===== src/rtl/issue_scoreboard_ctrl_pkg.sv =====
// issue_scoreboard_ctrl_pkg: shared CPU types, operation codes and register-mask helper
package issue_scoreboard_ctrl_pkg;
    localparam int REG_COUNT = 32;
    localparam int OPER_W = 6;
    typedef logic [OPER_W-1:0] oper_t;
    typedef logic [4:0] regaddr_t;
    typedef logic [31:0] addr_t;
    typedef logic [31:0] word_t;
    localparam oper_t OP_NOP = 6'd0;
    localparam oper_t OP_ADD = 6'd1;
    localparam oper_t OP_SUB = 6'd2;
    localparam oper_t OP_AND = 6'd3;
    localparam oper_t OP_OR  = 6'd4;
    localparam oper_t OP_LW  = 6'd5;
    localparam oper_t OP_SW  = 6'd6;
    localparam oper_t OP_BEQ = 6'd7;
    localparam oper_t OP_JAL = 6'd8;
    // one-hot mask of register a when en is set; x0 never produces a bit
    function automatic logic [REG_COUNT-1:0] reg_mask(input logic en, input regaddr_t a);
        reg_mask = '0;
        reg_mask[a] = en && (a != '0);
    endfunction
endpackage


===== src/rtl/issue_scoreboard_ctrl_reg_scoreboard.sv =====
// reg_scoreboard: pending-write busy vector with writeback/flush clears, issue set and 3-port lookup
module reg_scoreboard
    import issue_scoreboard_ctrl_pkg::*;
(
    input  logic                 clock,
    input  logic                 reset,
    input  logic                 set_en,
    input  regaddr_t             set_addr,
    input  logic                 clr_en,
    input  regaddr_t             clr_addr,
    input  logic                 kill_en,
    input  regaddr_t             kill_addr,
    input  regaddr_t             look0,
    input  regaddr_t             look1,
    input  regaddr_t             look2,
    output logic [2:0]           look_busy,
    output logic [REG_COUNT-1:0] busy
);
    logic [REG_COUNT-1:0] eff_busy;

    assign eff_busy  = busy & ~reg_mask(clr_en, clr_addr);
    assign look_busy = {eff_busy[look2], eff_busy[look1], eff_busy[look0]};

    // clears apply first so a same-cycle issue to the same register wins
    always_ff @(posedge clock or posedge reset) begin
        if (reset) busy <= '0;
        else       busy <= (eff_busy & ~reg_mask(kill_en, kill_addr)) | reg_mask(set_en, set_addr);
    end
endmodule


===== src/rtl/issue_scoreboard_ctrl.sv =====
// issue_scoreboard_ctrl: holds one decoded instruction for EX, stalling on RAW/WAW hazards
module issue_scoreboard_ctrl
    import issue_scoreboard_ctrl_pkg::*;
#(
    parameter int OP_W        = 6,
    parameter int STALL_CNT_W = 16
) (
    input  logic                   clock,
    input  logic                   reset,
    input  logic                   in_valid,
    output logic                   in_ready,
    input  addr_t                  in_pc,
    input  logic [OP_W-1:0]        in_op,
    input  word_t                  in_imm,
    input  regaddr_t               in_rs0,
    input  regaddr_t               in_rs1,
    input  regaddr_t               in_rd,
    input  logic                   in_use_rs0,
    input  logic                   in_use_rs1,
    input  logic                   in_wr_rd,
    output logic                   out_valid,
    input  logic                   out_ready,
    output addr_t                  out_pc,
    output logic [OP_W-1:0]        out_op,
    output word_t                  out_imm,
    output regaddr_t               out_rs0,
    output regaddr_t               out_rs1,
    output regaddr_t               out_rd,
    output logic                   out_wr_rd,
    input  logic                   wb_valid,
    input  regaddr_t               wb_rd,
    input  logic                   flush,
    output logic [REG_COUNT-1:0]   busy_map,
    output logic [STALL_CNT_W-1:0] stall_cnt
);
    logic [2:0] look_busy;
    logic       hazard;
    logic       accept;
    logic       kill;

    assign hazard   = (in_use_rs0 && in_rs0 != '0 && look_busy[0])
                   || (in_use_rs1 && in_rs1 != '0 && look_busy[1])
                   || (in_wr_rd   && in_rd  != '0 && look_busy[2]);
    assign in_ready = !flush && !hazard && (!out_valid || out_ready);
    assign accept   = in_valid && in_ready;
    assign kill     = flush && out_valid && !out_ready && out_wr_rd;

    reg_scoreboard u_sb (
        .clock     (clock),
        .reset     (reset),
        .set_en    (accept && in_wr_rd),
        .set_addr  (in_rd),
        .clr_en    (wb_valid),
        .clr_addr  (wb_rd),
        .kill_en   (kill),
        .kill_addr (out_rd),
        .look0     (in_rs0),
        .look1     (in_rs1),
        .look2     (in_rd),
        .look_busy (look_busy),
        .busy      (busy_map)
    );

    // output register: load on accept, drop when consumed or flushed, otherwise hold
    always_ff @(posedge clock or posedge reset) begin
        if (reset) begin
            out_valid <= 1'b0;
            out_pc    <= '0;
            out_op    <= '0;
            out_imm   <= '0;
            out_rs0   <= '0;
            out_rs1   <= '0;
            out_rd    <= '0;
            out_wr_rd <= 1'b0;
        end else if (accept) begin
            out_valid <= 1'b1;
            out_pc    <= in_pc;
            out_op    <= in_op;
            out_imm   <= in_imm;
            out_rs0   <= in_rs0;
            out_rs1   <= in_rs1;
            out_rd    <= in_rd;
            out_wr_rd <= in_wr_rd;
        end else if (flush || out_ready) begin
            out_valid <= 1'b0;
        end
    end

    // saturating count of cycles a presented instruction is held back by a hazard
    always_ff @(posedge clock or posedge reset) begin
        if (reset) stall_cnt <= '0;
        else if (in_valid && hazard && !flush && stall_cnt != '1) stall_cnt <= stall_cnt + 1'b1;
    end
endmodule

===== config.mk =====
export PLATFORM = sky130hd
export DESIGN_NAME = issue_scoreboard_ctrl
export DESIGN_NICKNAME = d
export VERILOG_FILES = /design/src/rtl/issue_scoreboard_ctrl_pkg.sv /design/src/rtl/issue_scoreboard_ctrl_reg_scoreboard.sv /design/src/rtl/issue_scoreboard_ctrl.sv
export SDC_FILE = /design/constraint.sdc
export NUM_CORES = 1
export LEC_CHECK = 0
export BUFFER_PORTS_ARGS = -buffer_cell sky130_fd_sc_hd__buf_2
export CORE_ASPECT_RATIO = 1.5
export CORE_UTILIZATION = 40
export DETAILED_ROUTE_END_ITERATION = 7
export GPL_TIMING_DRIVEN = 1
export HOLD_SLACK_MARGIN = 0.1
export PLACE_DENSITY = 0.66
export SETUP_SLACK_MARGIN = 0.4
export SLEW_MARGIN = 20
export SYNTH_ARGS = -nofsm -noshare
export SYNTH_HDL_FRONTEND = slang
export SYNTH_SLANG_ARGS = --single-unit

===== constraint.sdc =====
create_clock -name clock -period 4.1 [get_ports clock]
set_clock_uncertainty 0.05 [all_clocks]
set_input_delay 0 -clock clock [delete_from_list [all_inputs] [get_ports clock]]
set_output_delay 0 -clock clock [all_outputs]
set_load 0.02 [all_outputs]

==> results of run 1 <==
## cell usage in the layout (no fill, tap or decap), types with 6 or more instances in the layout
cell type and count:
a2111oi_0 7, a211oi_1 8, a21boi_0 12, a21oi_1 9
buf_2 234, clkbuf_16 17, dfrtp_1 135, dlygate4sd3_1 88
inv_1 10, mux2_2 91, mux2i_1 8, mux4_2 8
nand2_1 30, nand2b_1 6, nand3_1 19, nand3b_1 8
nand4_1 10, nor2_1 25, nor2b_1 8, o211ai_1 11
o21ai_0 38, o31ai_1 23, o32ai_1 8, xor2_1 13
## state kept, by name, indices dropped and copies added (netlist names)
| register | cells |
|---|---|
| out_imm | 32 |
| out_pc | 32 |
| u_sb.busy | 32 |
| stall_cnt | 16 |
| out_op | 6 |
| out_rd | 5 |
| out_rs0 | 5 |
| out_rs1 | 5 |
| out_valid | 1 |
| out_wr_rd | 1 |
## what timing repair did
item / 4_1_cts / 5_1_grt
endpoints found under the hold margin: 213 / 29
endpoints found under the setup margin: 0 / 1
hold buffers: 87 / 1
resized for setup: 0 / 1
setup buffers: 0 / 0
## report_power, final
group / switching [mW] / total [mW] / internal (mW) / leakage [nW]
Combinational: 0.897 / 1.51 / 0.616 / 2.55
Sequential: 0.230 / 1.86 / 1.63 / 1.67
Clock: 0.682 / 1.61 / 0.927 / 0.299
## final cells by class
type,instances,area (µm²),area share
multi-input combinational,432,3460,0.350
sequential,135,3380,0.341
clock inverter,15,181,0.0183
tap,213,267,0.0269
inverter,13,53.8,0.00544
timing repair buffer,329,2130,0.215
clock buffer,17,425,0.0430
## how the worst max path moves through the flow
stage                         end  depth (start not counted)     startpoint
global route            out_valid                          9  u_sb.busy[12]
finish                  out_valid                         11       wb_valid
CTS                     out_valid                          9  u_sb.busy[12]
global placement    u_sb.busy[31]                         10       wb_valid
floorplan              out_imm[0]                          1          reset
detailed placement  u_sb.busy[30]                         10       wb_valid
## metal layers
metal	vias up	part of all wire
met5	-	0
met3	83	0.067
met4	0	0.046
li1	2987	-
met1	3311	0.36
met2	353	0.53
## cells by family after synthesis
family	after synthesis	share of synthesized area
mux	107	0.181
compound gates	161	0.163
buf+inv	53	0.0370
flops	135	0.476
xor+xnor	16	0.0197
fa+ha+maj	1	0.00176
simple gates	147	0.122
## worst max-delay path, cell delays in order
cell and delay, ns:
buf_2 0.28, nor4bb_1 0.75, a21boi_0 0.32, mux4_2 0.52, a211o_1 0.31, o2111ai_2 0.09
o211a_4 0.32, nand4_1 0.16, buf_6 0.29, o21ai_0 0.13, dlygate4sd3_1 0.56
## metrics by stage
step,setup slack (ns),power (mW)
final,0.670,4.98
after global routing,0.435,5.19
after CTS,0.589,4.99
after detailed placement,0.655,3.30
after global placement,0.635,3.28
after floorplan,0.439,2.74
==> results.py, run 1 <==
metrics = {
    "status": {
        "status": "finished clean",
    },
    "pwr": {
        "leakagePower_nw": 4.52,
        "peakVddDrop_v": 0.000355,
        "powerDensity_mw_per_mm2": 504,
    },
    "global_routing": {
        "grt_use_met3": 0.0595,
        "grt_max_degree": 111,
        "antenna_found_initial": 0,
        "met2_usage": 0.488,
        "grt_usage": 0.274,
        "top_usage_layer": "met2",
        "grt_pass1_wl_um": 38600,
        "use_met1": 0.307,
        "grt_overflow": 0,
        "grt_pass1_vias": 6887,
    },
    "drt": {
        "routed_via_density": 5.84,
        "routedWlPerCell_um": 21.7,
        "dr.pass1.iters": 5,
        "routed_wirelength_um": 25000,
        "drt_iter0_markers": 532,
        "ant_nets": 0,
        "num_vias": 6734,
        "drc": 0,
    },
    "worst_setup_path": {
        "start_kind": "input port",
        "critPathMaxFanout": 61,
        "cp-end-kind": "register",
        "r2r_cells": 9,
        "rrSetupSlack_ns": 0.70,
        "required_ns": 4.41,
        "r2r_end": "out_valid",
        "crit_type": "in -> reg",
        "worstReg2RegStart": "u_sb.busy[12]",
        "crit_arrival_ns": 3.74,
    },
    "final_layout": {
        "nets": 1028,
        "fill_cells": 1457,
        "area_delta_synth_final_pct": 39.3,
        "final_area_mm2": 0.00989,
        "utilization": 0.570,
        "n_antenna_cell": 0,
        "drive_gt1_frac": 0.411,
        "fin_cells": 1154,
    },
    "logic_synthesis": {
        "yosysMostFrequentCell": "dfrtp_1",
        "synth_top_area_share": 0.476,
        "avgSynthCellArea_um2": 11.5,
        "async_flop_share": 1.00,
        "synth_area_leaders": "dfrtp_1 (48%), mux2_2 (14%), o21ai_0 (2.7%), mux4_2 (2.5%), o31ai_1 (2.4%)",
        "synth.ff_latch_count": 135,
        "synth_cell_type_count": 70,
        "syn_inst": 620,
        "yosysWarningCount": 0,
        "yosys.area.top_type": "dfrtp_1",
        "netlist_top_cells_count": "dfrtp_1 (135), mux2_2 (91), o21ai_0 (38), nand2_1 (30), nor2_1 (25)",
        "syn-cell-area_mm2": 0.00710,
        "synth-edff-count": 0,
        "seq_area_frac_synth": 0.476,
        "synth_nets": 720,
        "synth_flop_cell": "dfrtp_1",
    },
    "timing": {
        "relSlewSlack": 0.470,
        "setup_viol": 0,
        "setup_tns_ns": 0,
        "rsz0062_at_grt": "false",
        "slew_violations": 0,
        "worst_slew_pin_slew_ns": 0.785,
        "period_share": 0.836,
        "hold_viol": 0,
        "whs_ns": 0.134,
        "min_period_ns": 3.43,
        "fmax_mhz": 292,
    },
    "clock_network": {
        "cts_tree": "yes",
        "numCtsBuffers": 17,
        "cts_root_buffer": "clkbuf_16",
        "clk_latency_ns": 0.42,
        "clock-sinks": 135,
        "clkTransAtPathRegs_ns": 0.07,
        "htreeDepth": 4,
        "clk_path_buf_depth": 2,
    },
    "die": {
        "row_count": 59,
        "dieArea_mm2": 0.0183,
        "initial_core_util": 0.409,
        "dieHeight_um": 165,
        "boundaryPins": 235,
        "die_w_um": 111,
        "core_area_mm2": 0.0173,
    },
    "hold_path": {
        "min-delay-start": "in_rd[1]",
        "hp-class": "in -> reg",
        "hold_end": "out_rd[1]",
        "min_path_cells": 2,
    },
    "placed_design": {
        "gp_congestion": 0.960,
        "dp.cells": 1033,
        "dp_hpwl_um": 17000,
        "placed_cell_area_mm2": 0.00838,
        "portBuffers": 234,
    },
    "job": {
        "drv_cap": 0,
    },
}
Note: power is estimated with default switching activity, not from simulation.
==> inputs of run 2 (changes only) <==
--- a/config.mk
+++ b/config.mk
@@ -5,13 +5,14 @@
 export SDC_FILE = /design/constraint.sdc
 export NUM_CORES = 1
 export LEC_CHECK = 0
+export ABC_AREA = 1
 export BUFFER_PORTS_ARGS = -buffer_cell sky130_fd_sc_hd__buf_2
 export CORE_ASPECT_RATIO = 1.5
 export CORE_UTILIZATION = 40
 export DETAILED_ROUTE_END_ITERATION = 7
 export GPL_TIMING_DRIVEN = 1
 export HOLD_SLACK_MARGIN = 0.1
-export PLACE_DENSITY = 0.66
+export PLACE_DENSITY = 0.65
 export SETUP_SLACK_MARGIN = 0.4
 export SLEW_MARGIN = 20
 export SYNTH_ARGS = -nofsm -noshare
==> constraint.sdc (replaced) <==
create_clock -name clock -period 3.6 [get_ports clock]
set_clock_uncertainty 0.05 [all_clocks]
set_input_delay 0 -clock clock [delete_from_list [all_inputs] [get_ports clock]]
set_output_delay 0 -clock clock [all_outputs]
set_load 0.02 [all_outputs]
==> results.py, run 2 <==
metrics = {
    "status": {
        "status": "complete, but fails checks",
        "violations": "DRC",
    },
    "clock_network": {
        "clkTransAtPathRegs_ns": 0.07,
        "htreeDepth": 4,
        "post-cts-setup-buffer-count": 0,
        "cts_tree": "yes",
        "clk_latency_ns": 0.42,
        "clock-sinks": 135,
        "numCtsBuffers": 17,
        "clk_path_buf_depth": 2,
        "cts_root_buffer": "clkbuf_16",
    },
    "pwr": {
        "leakagePower_nw": 5.67,
        "powerDensity_mw_per_mm2": 506,
        "p_int_mw": 3.33,
        "pwr-share-comb": 0.322,
        "p_sw_mw": 2.11,
        "peakVddDrop_v": 0.000276,
        "p_seq_frac": 0.381,
        "netSwitchingFraction": 0.388,
        "clock_power_share": 0.297,
    },
    "global_routing": {
        "grt_overflow": 0,
        "grt_usage": 0.298,
        "grt_pass1_wl_um": 44400,
        "grt_pass1_vias": 8546,
        "antenna_found_initial": 1,
        "grt_max_degree": 119,
    },
    "die": {
        "initial_core_util": 0.413,
        "dieArea_mm2": 0.0192,
        "core_area_mm2": 0.0181,
        "boundaryPins": 235,
        "dieHeight_um": 169,
        "row_count": 60,
        "die_w_um": 114,
    },
    "drt": {
        "ant_nets": 0,
        "drt_iter0_markers": 653,
        "routed_via_density": 5.19,
        "num_vias": 8606,
        "routed_wirelength_um": 28500,
        "drc": 5,
        "routedWlPerCell_um": 17.2,
        "dr.pass1.iters": 8,
    },
    "worst_setup_path": {
        "path_cells": "dlygate4sd3_1 -> buf_2 -> inv_2 -> nand2_1 -> inv_1 -> nand2_1 -> nand3_1 -> nor2_1 -> nor2_1 -> nand2_1 -> nand2_1 -> nand2_1 -> nand3_1 -> nand3_1 -> nor2_4 -> clkbuf_16 -> nand3_1 -> dlygate4sd3_1 -> nand2_1",
        "start_kind": "input port",
        "crit_arrival_ns": 3.34,
        "critPathMaxFanout": 59,
        "cpPeakStageDelay_ns": 0.61,
        "worstReg2RegStart": "u_sb.busy[22]",
        "crit_top_cell": "nand2_1",
        "crit_type": "in -> reg",
        "r2r_end": "out_pc[4]",
        "slowest_stage": "dlygate4sd3_1",
        "cp-end-kind": "register",
        "required_ns": 3.90,
        "rrSetupSlack_ns": 0.63,
        "r2r_cells": 15,
    },
    "timing": {
        "setup_viol": 0,
        "period_share": 0.844,
        "fmax_mhz": 329,
        "hold_viol": 0,
        "worst_slew_pin_slew_ns": 1.01,
        "slew_violations": 0,
        "whs_ns": 0.108,
        "relSlewSlack": 0.325,
        "min_period_ns": 3.04,
        "setup_tns_ns": 0,
        "rsz0062_at_grt": "true",
    },
    "final_layout": {
        "final_common_cell": "nand2_1",
        "nets": 1497,
        "utilization": 0.594,
        "drive_gt1_frac": 0.207,
        "top_regs": "out_imm: 32 flops, out_pc: 32 flops, u_sb.busy: 32 flops",
        "area_delta_synth_final_pct": 43.9,
        "final_cell_mix": "nand2_1 (365), buf_2 (233), nand3_1 (154)",
    },
    "placed_design": {
        "portBuffers": 234,
        "dp_hpwl_um": 19100,
        "gp_congestion": 0.950,
    },
    "logic_synthesis": {
        "syn-cell-area_mm2": 0.00747,
        "synth_area_leaders": "dfrtp_1 (45%), nand2_1 (18%), nand3_1 (10%), inv_1 (4.3%), nor2_1 (4.0%)",
        "netlist_top_cells_count": "nand2_1 (366), nand3_1 (154), dfrtp_1 (135), inv_1 (85), nor2_1 (80)",
        "syn_inst": 1051,
        "synth_top_area_share": 0.452,
        "synth-edff-count": 0,
        "yosysMostFrequentCell": "nand2_1",
        "seq_area_frac_synth": 0.452,
        "async_flop_share": 1.00,
        "yosys.area.top_type": "dfrtp_1",
        "synth.ff_latch_count": 135,
        "synth_nets": 1151,
        "yosysWarningCount": 0,
        "avgSynthCellArea_um2": 7.11,
        "synth_cell_type_count": 33,
        "synth_flop_cell": "dfrtp_1",
    },
    "hold_path": {
        "hp-class": "in -> async",
    },
    "job": {
        "drv_cap": 0,
    },
}
[run 2: changes by cell type after synthesis, moves of 11 or more]
cell / change
clkbuf_1: +15
nand4_1: +26
mux2_2: -91
inv_1: +74
a21boi_0: -11
nand3_1: +135
o21ai_1: +15
nor2_1: +55
o31ai_1: -23
nand2_1: +336
[run 2: worst max-delay path by stage]
| stage | start | endpoint | slack [ns] | cells after the start |
|---|---|---|---|---|
| after global placement | wb_rd[3] | out_imm[20] | 0.74 | 17 |
| after floorplan | u_sb.busy[15] | out_valid | 1.64 | 12 |
| final | in_rs0[0] | out_pc[4] | 0.56 | 19 |
| after global routing | in_rs0[0] | out_pc[4] | 0.36 | 19 |
| after CTS | in_rs0[1] | out_valid | 0.42 | 16 |
| after detailed placement | in_rd[0] | out_pc[31] | 0.69 | 15 |
[run 2: worst max-delay path: cells and delay by family]
kind,cells,cell delay (ns)
buf+inv,6,1.96
simple gates,13,1.36
[run 2: cell families (layout without fill, tap and decap cells)]
family                   after synthesis  count (layout)  share of synthesized area
AO/OA/AOI/OAI                         94              94                     0.0710
XOR/XNOR                              15              15                     0.0176
adder cells (fa/ha/maj)                1               1                    0.00167
buffers and inverters                148             506                     0.0822
flip-flops                           135             135                      0.452
other                                  0               1                          0
AND/OR/NAND/NOR                      658             658                      0.375
[run 2: timing repair]
item,CTS,global route
resized for setup,0,5
setup endpoints to repair,0,44
endpoints found under the hold margin,139,0
hold buffers,136,0
[run 2: power by group through the flow]
stage / clock, mW / combinational (mW) / sequential [mW]
2_1_floorplan: 0 / 0.606 / 2.46
3_3_place_gp: 0 / 1.59 / 2.09
3_5_place_dp: 0 / 1.62 / 2.09
4_1_cts: 1.64 / 1.72 / 2.07
5_1_grt: 1.70 / 1.90 / 2.11
6_report: 1.62 / 1.75 / 2.07
[run 2: routing by layer]
| metal | wire (µm) | global-route usage | up-vias | share of wire |
|---|---|---|---|---|
| li1 | - | - | 4093 | - |
| met1 | 10700 | 0.340 | 4032 | 0.38 |
| met2 | 14600 | 0.526 | 379 | 0.51 |
| met3 | 1850 | 0.0554 | 102 | 0.065 |
| met4 | 1330 | 0.154 | 0 | 0.047 |
| met5 | 0 | 0 | - | 0 |
[run 2: layout make-up]
cell class	instances	area (µm²)
inverters	95	360
fillers	1686	7340
diodes	1	2.50
clock buffers	19	443
repair buffers	380	2660
flip-flops and latches	135	3380
multi-input cells	768	3510
well taps	248	310
clock inverters	12	93.8
[run 2: per-stage QoR]
stage	std cells	cell area [µm²]	setup slack, ns	total power, mW
5_1_grt	1657	10700	0.363	5.71
4_1_cts	1655	10700	0.416	5.43
3_5_place_dp	1488	8800	0.691	3.70
3_3_place_gp	1488	8800	0.737	3.67
6_report	1658	10800	0.563	5.44
2_1_floorplan	1051	7480	1.64	3.07
==> inputs of run 3 (changes only) <==
--- a/config.mk
+++ b/config.mk
@@ -12,7 +12,7 @@
 export DETAILED_ROUTE_END_ITERATION = 7
 export GPL_TIMING_DRIVEN = 1
 export HOLD_SLACK_MARGIN = 0.1
-export PLACE_DENSITY = 0.65
+export PLACE_DENSITY = 0.68
 export SETUP_SLACK_MARGIN = 0.4
 export SLEW_MARGIN = 20
 export SYNTH_ARGS = -nofsm -noshare
==> constraint.sdc (replaced) <==
create_clock -name clock -period 2.5 [get_ports clock]
set_clock_uncertainty 0.05 [all_clocks]
set_input_delay 0 -clock clock [delete_from_list [all_inputs] [get_ports clock]]
set_output_delay 0 -clock clock [all_outputs]
set_load 0.02 [all_outputs]
==> results.py, run 3 (synthesis results as in run 2) <==
metrics = {
    "drt": {
        "dr.pass1.iters": 7,
        "num_vias": 9163,
        "drc": 0,
        "drt_iter0_markers": 706,
        "routed_via_density": 5.40,
        "routedWlPerCell_um": 18.9,
        "ant_nets": 0,
        "routed_wirelength_um": 32000,
    },
    "clock_network": {
        "htreeDepth": 4,
        "numCtsBuffers": 17,
        "clkTransAtPathRegs_ns": 0.06,
        "clk_path_buf_depth": 2,
        "cts_tree": "yes",
        "clock-sinks": 135,
        "clk_latency_ns": 0.43,
        "cts_root_buffer": "clkbuf_16",
    },
    "pwr": {
        "peakVddDrop_v": 0.000506,
        "leakagePower_nw": 6.29,
        "power_mw": 8.52,
        "powerDensity_mw_per_mm2": 715,
    },
    "final_layout": {
        "drive_gt1_frac": 0.314,
        "fill_cells": 1516,
        "final_cell_mix": "nand2_1 (307), buf_2 (232), nand3_1 (139)",
        "final_area_mm2": 0.0119,
        "area_delta_synth_final_pct": 59.5,
        "top_regs": "out_imm: 32 flops, out_pc: 32 flops, u_sb.busy: 32 flops",
        "multi_input_area_mm2": 0.00396,
        "final_common_cell": "nand2_1",
        "register_area_mm2": 0.00338,
        "nets": 1534,
    },
    "timing": {
        "worst_slew_pin_slew_ns": 0.969,
        "min_period_ns": 2.27,
        "relSlewSlack": 0.354,
        "layout_setup_ws_ns": 0.227,
        "setup_tns_ns": 0,
        "setup_viol": 0,
        "fmax_mhz": 440,
        "slew_violations": 0,
        "hold_viol": 0,
        "period_share": 0.909,
        "rsz0062_at_grt": "true",
    },
    "die": {
        "dieHeight_um": 169,
        "dieArea_mm2": 0.0192,
        "core_area_mm2": 0.0181,
        "die_w_um": 114,
        "initial_core_util": 0.413,
        "boundaryPins": 235,
        "row_count": 60,
    },
    "placed_design": {
        "dp_hpwl_um": 19600,
        "portBuffers": 234,
        "gp_congestion": 0.958,
        "place_ws_ns": -0.0324,
        "placed_cell_area_mm2": 0.00900,
    },
    "worst_setup_path": {
        "crit_path_end": "out_imm[5]",
        "crit_arrival_ns": 2.58,
        "crit_family": "simple AND/OR/NAND/NOR gates",
        "start_kind": "register",
        "r2r_cells": 15,
        "cp.depth": 15,
        "cpPeakStageDelay_ns": 0.41,
        "rrSetupSlack_ns": 0.23,
        "critPathMaxFanout": 7,
        "cp-end-kind": "register",
        "required_ns": 2.81,
        "crit_top_cell": "nand2_1",
        "path_cells": "o21ai_2 -> inv_1 -> buf_6 -> o211ai_1 -> nand2_1 -> nand3_2 -> nor2_1 -> nand2_1 -> nand3_4 -> nor2_4 -> buf_12 -> buf_12 -> clkbuf_16 -> nand3_1 -> nand2_1",
        "cp_num_buf_inv": 5,
        "worstReg2RegStart": "u_sb.busy[29]",
        "slowest_stage": "dfrtp_1",
        "crit_type": "reg -> reg",
        "r2r_end": "out_imm[5]",
        "startpoint": "u_sb.busy[29]",
    },
    "status": {
        "status": "finished clean",
    },
    "hold_path": {
        "hp-class": "in -> reg",
        "min_path_cells": 5,
    },
    "global_routing": {
        "grt_pass1_wl_um": 45700,
        "grt_overflow": 0,
        "grt_pass1_vias": 8778,
        "grt_max_degree": 68,
        "grt_usage": 0.312,
        "antenna_found_initial": 1,
    },
    "job": {
        "drv_cap": 0,
    },
}
==> run 3: cell count changes in the layout (fill, tap and decap cells not counted), sizes merged <==
cell / before / now
clkinvlp: 7 / 5
bufbuf: 0 / 1
bufinv: 0 / 1
buf: 243 / 298
clkbuf: 20 / 32
clkinv: 2 / 4
dlygate4sd3: 136 / 103
nand2: 366 / 368
==> run 3: final cells by class <==
cell class,count,area share
Sequential cell,135,0.283
Antenna cell,1,0.000210
Clock buffer,19,0.0372
Tap cell,248,0.0260
Clock inverter,13,0.00997
Timing Repair Buffer,415,0.281
Multi-Input combinational cell,770,0.332
Inverter,95,0.0302
==> run 3: timing repair <==
item | 4_1_cts | 5_1_grt
gates cloned | 5 | 20
pin swaps | 3 | 30
setup buffers | 10 | 16
endpoints found under the hold margin | 183 | 0
gates resized for setup | 27 | 133
hold buffers | 103 | 0
endpoints found under the setup margin | 135 | 135
==> run 3: tightest hold or removal path: cells and delay by family <==
kind | cells | cell delay, ns
simple gates | 4 | 0.41
buf+inv | 1 | 0.13
==> run 3: per-layer routing <==
layer  up-vias  global-route usage  routed length (µm)
met5         -                   0                   0
met4         0               0.215                2030
met3       160              0.0661                2300
met2       560               0.532               16400
met1      4255               0.345               11300
li1       4188                   -                   -
==> run 3: worst min-delay path by stage <==
stage	startpoint	slack [ns]	to
floorplan	flush	0.06	out_valid
global placement	reset	-0.05	stall_cnt[2]
detailed placement	reset	-0.04	stall_cnt[5]
CTS	in_rd[4]	0.10	u_sb.busy[1]
global route	in_rd[0]	0.14	u_sb.busy[29]
finish	in_rd[0]	0.12	u_sb.busy[29]
==> run 3: report_power, final <==
| group | switching [mW] | internal, mW | leakage, nW |
|---|---|---|---|
| combinational | 1.85 | 1.17 | 4.28 |
| sequential | 0.407 | 2.65 | 1.74 |
| clock | 1.04 | 1.40 | 0.267 |
==> run 3: stage by stage <==
| stage | std cells | util | hold WS (ns) |
|---|---|---|---|
| 2_1_floorplan | 1051 | - | 0.0581 |
| 3_3_place_gp | 1509 | 0.498 | -0.0454 |
| 3_5_place_dp | 1509 | 0.498 | -0.0405 |
| 4_1_cts | 1659 | 0.604 | 0.104 |
| 5_1_grt | 1695 | 0.659 | 0.145 |
| 6_report | 1696 | 0.659 | 0.121 |
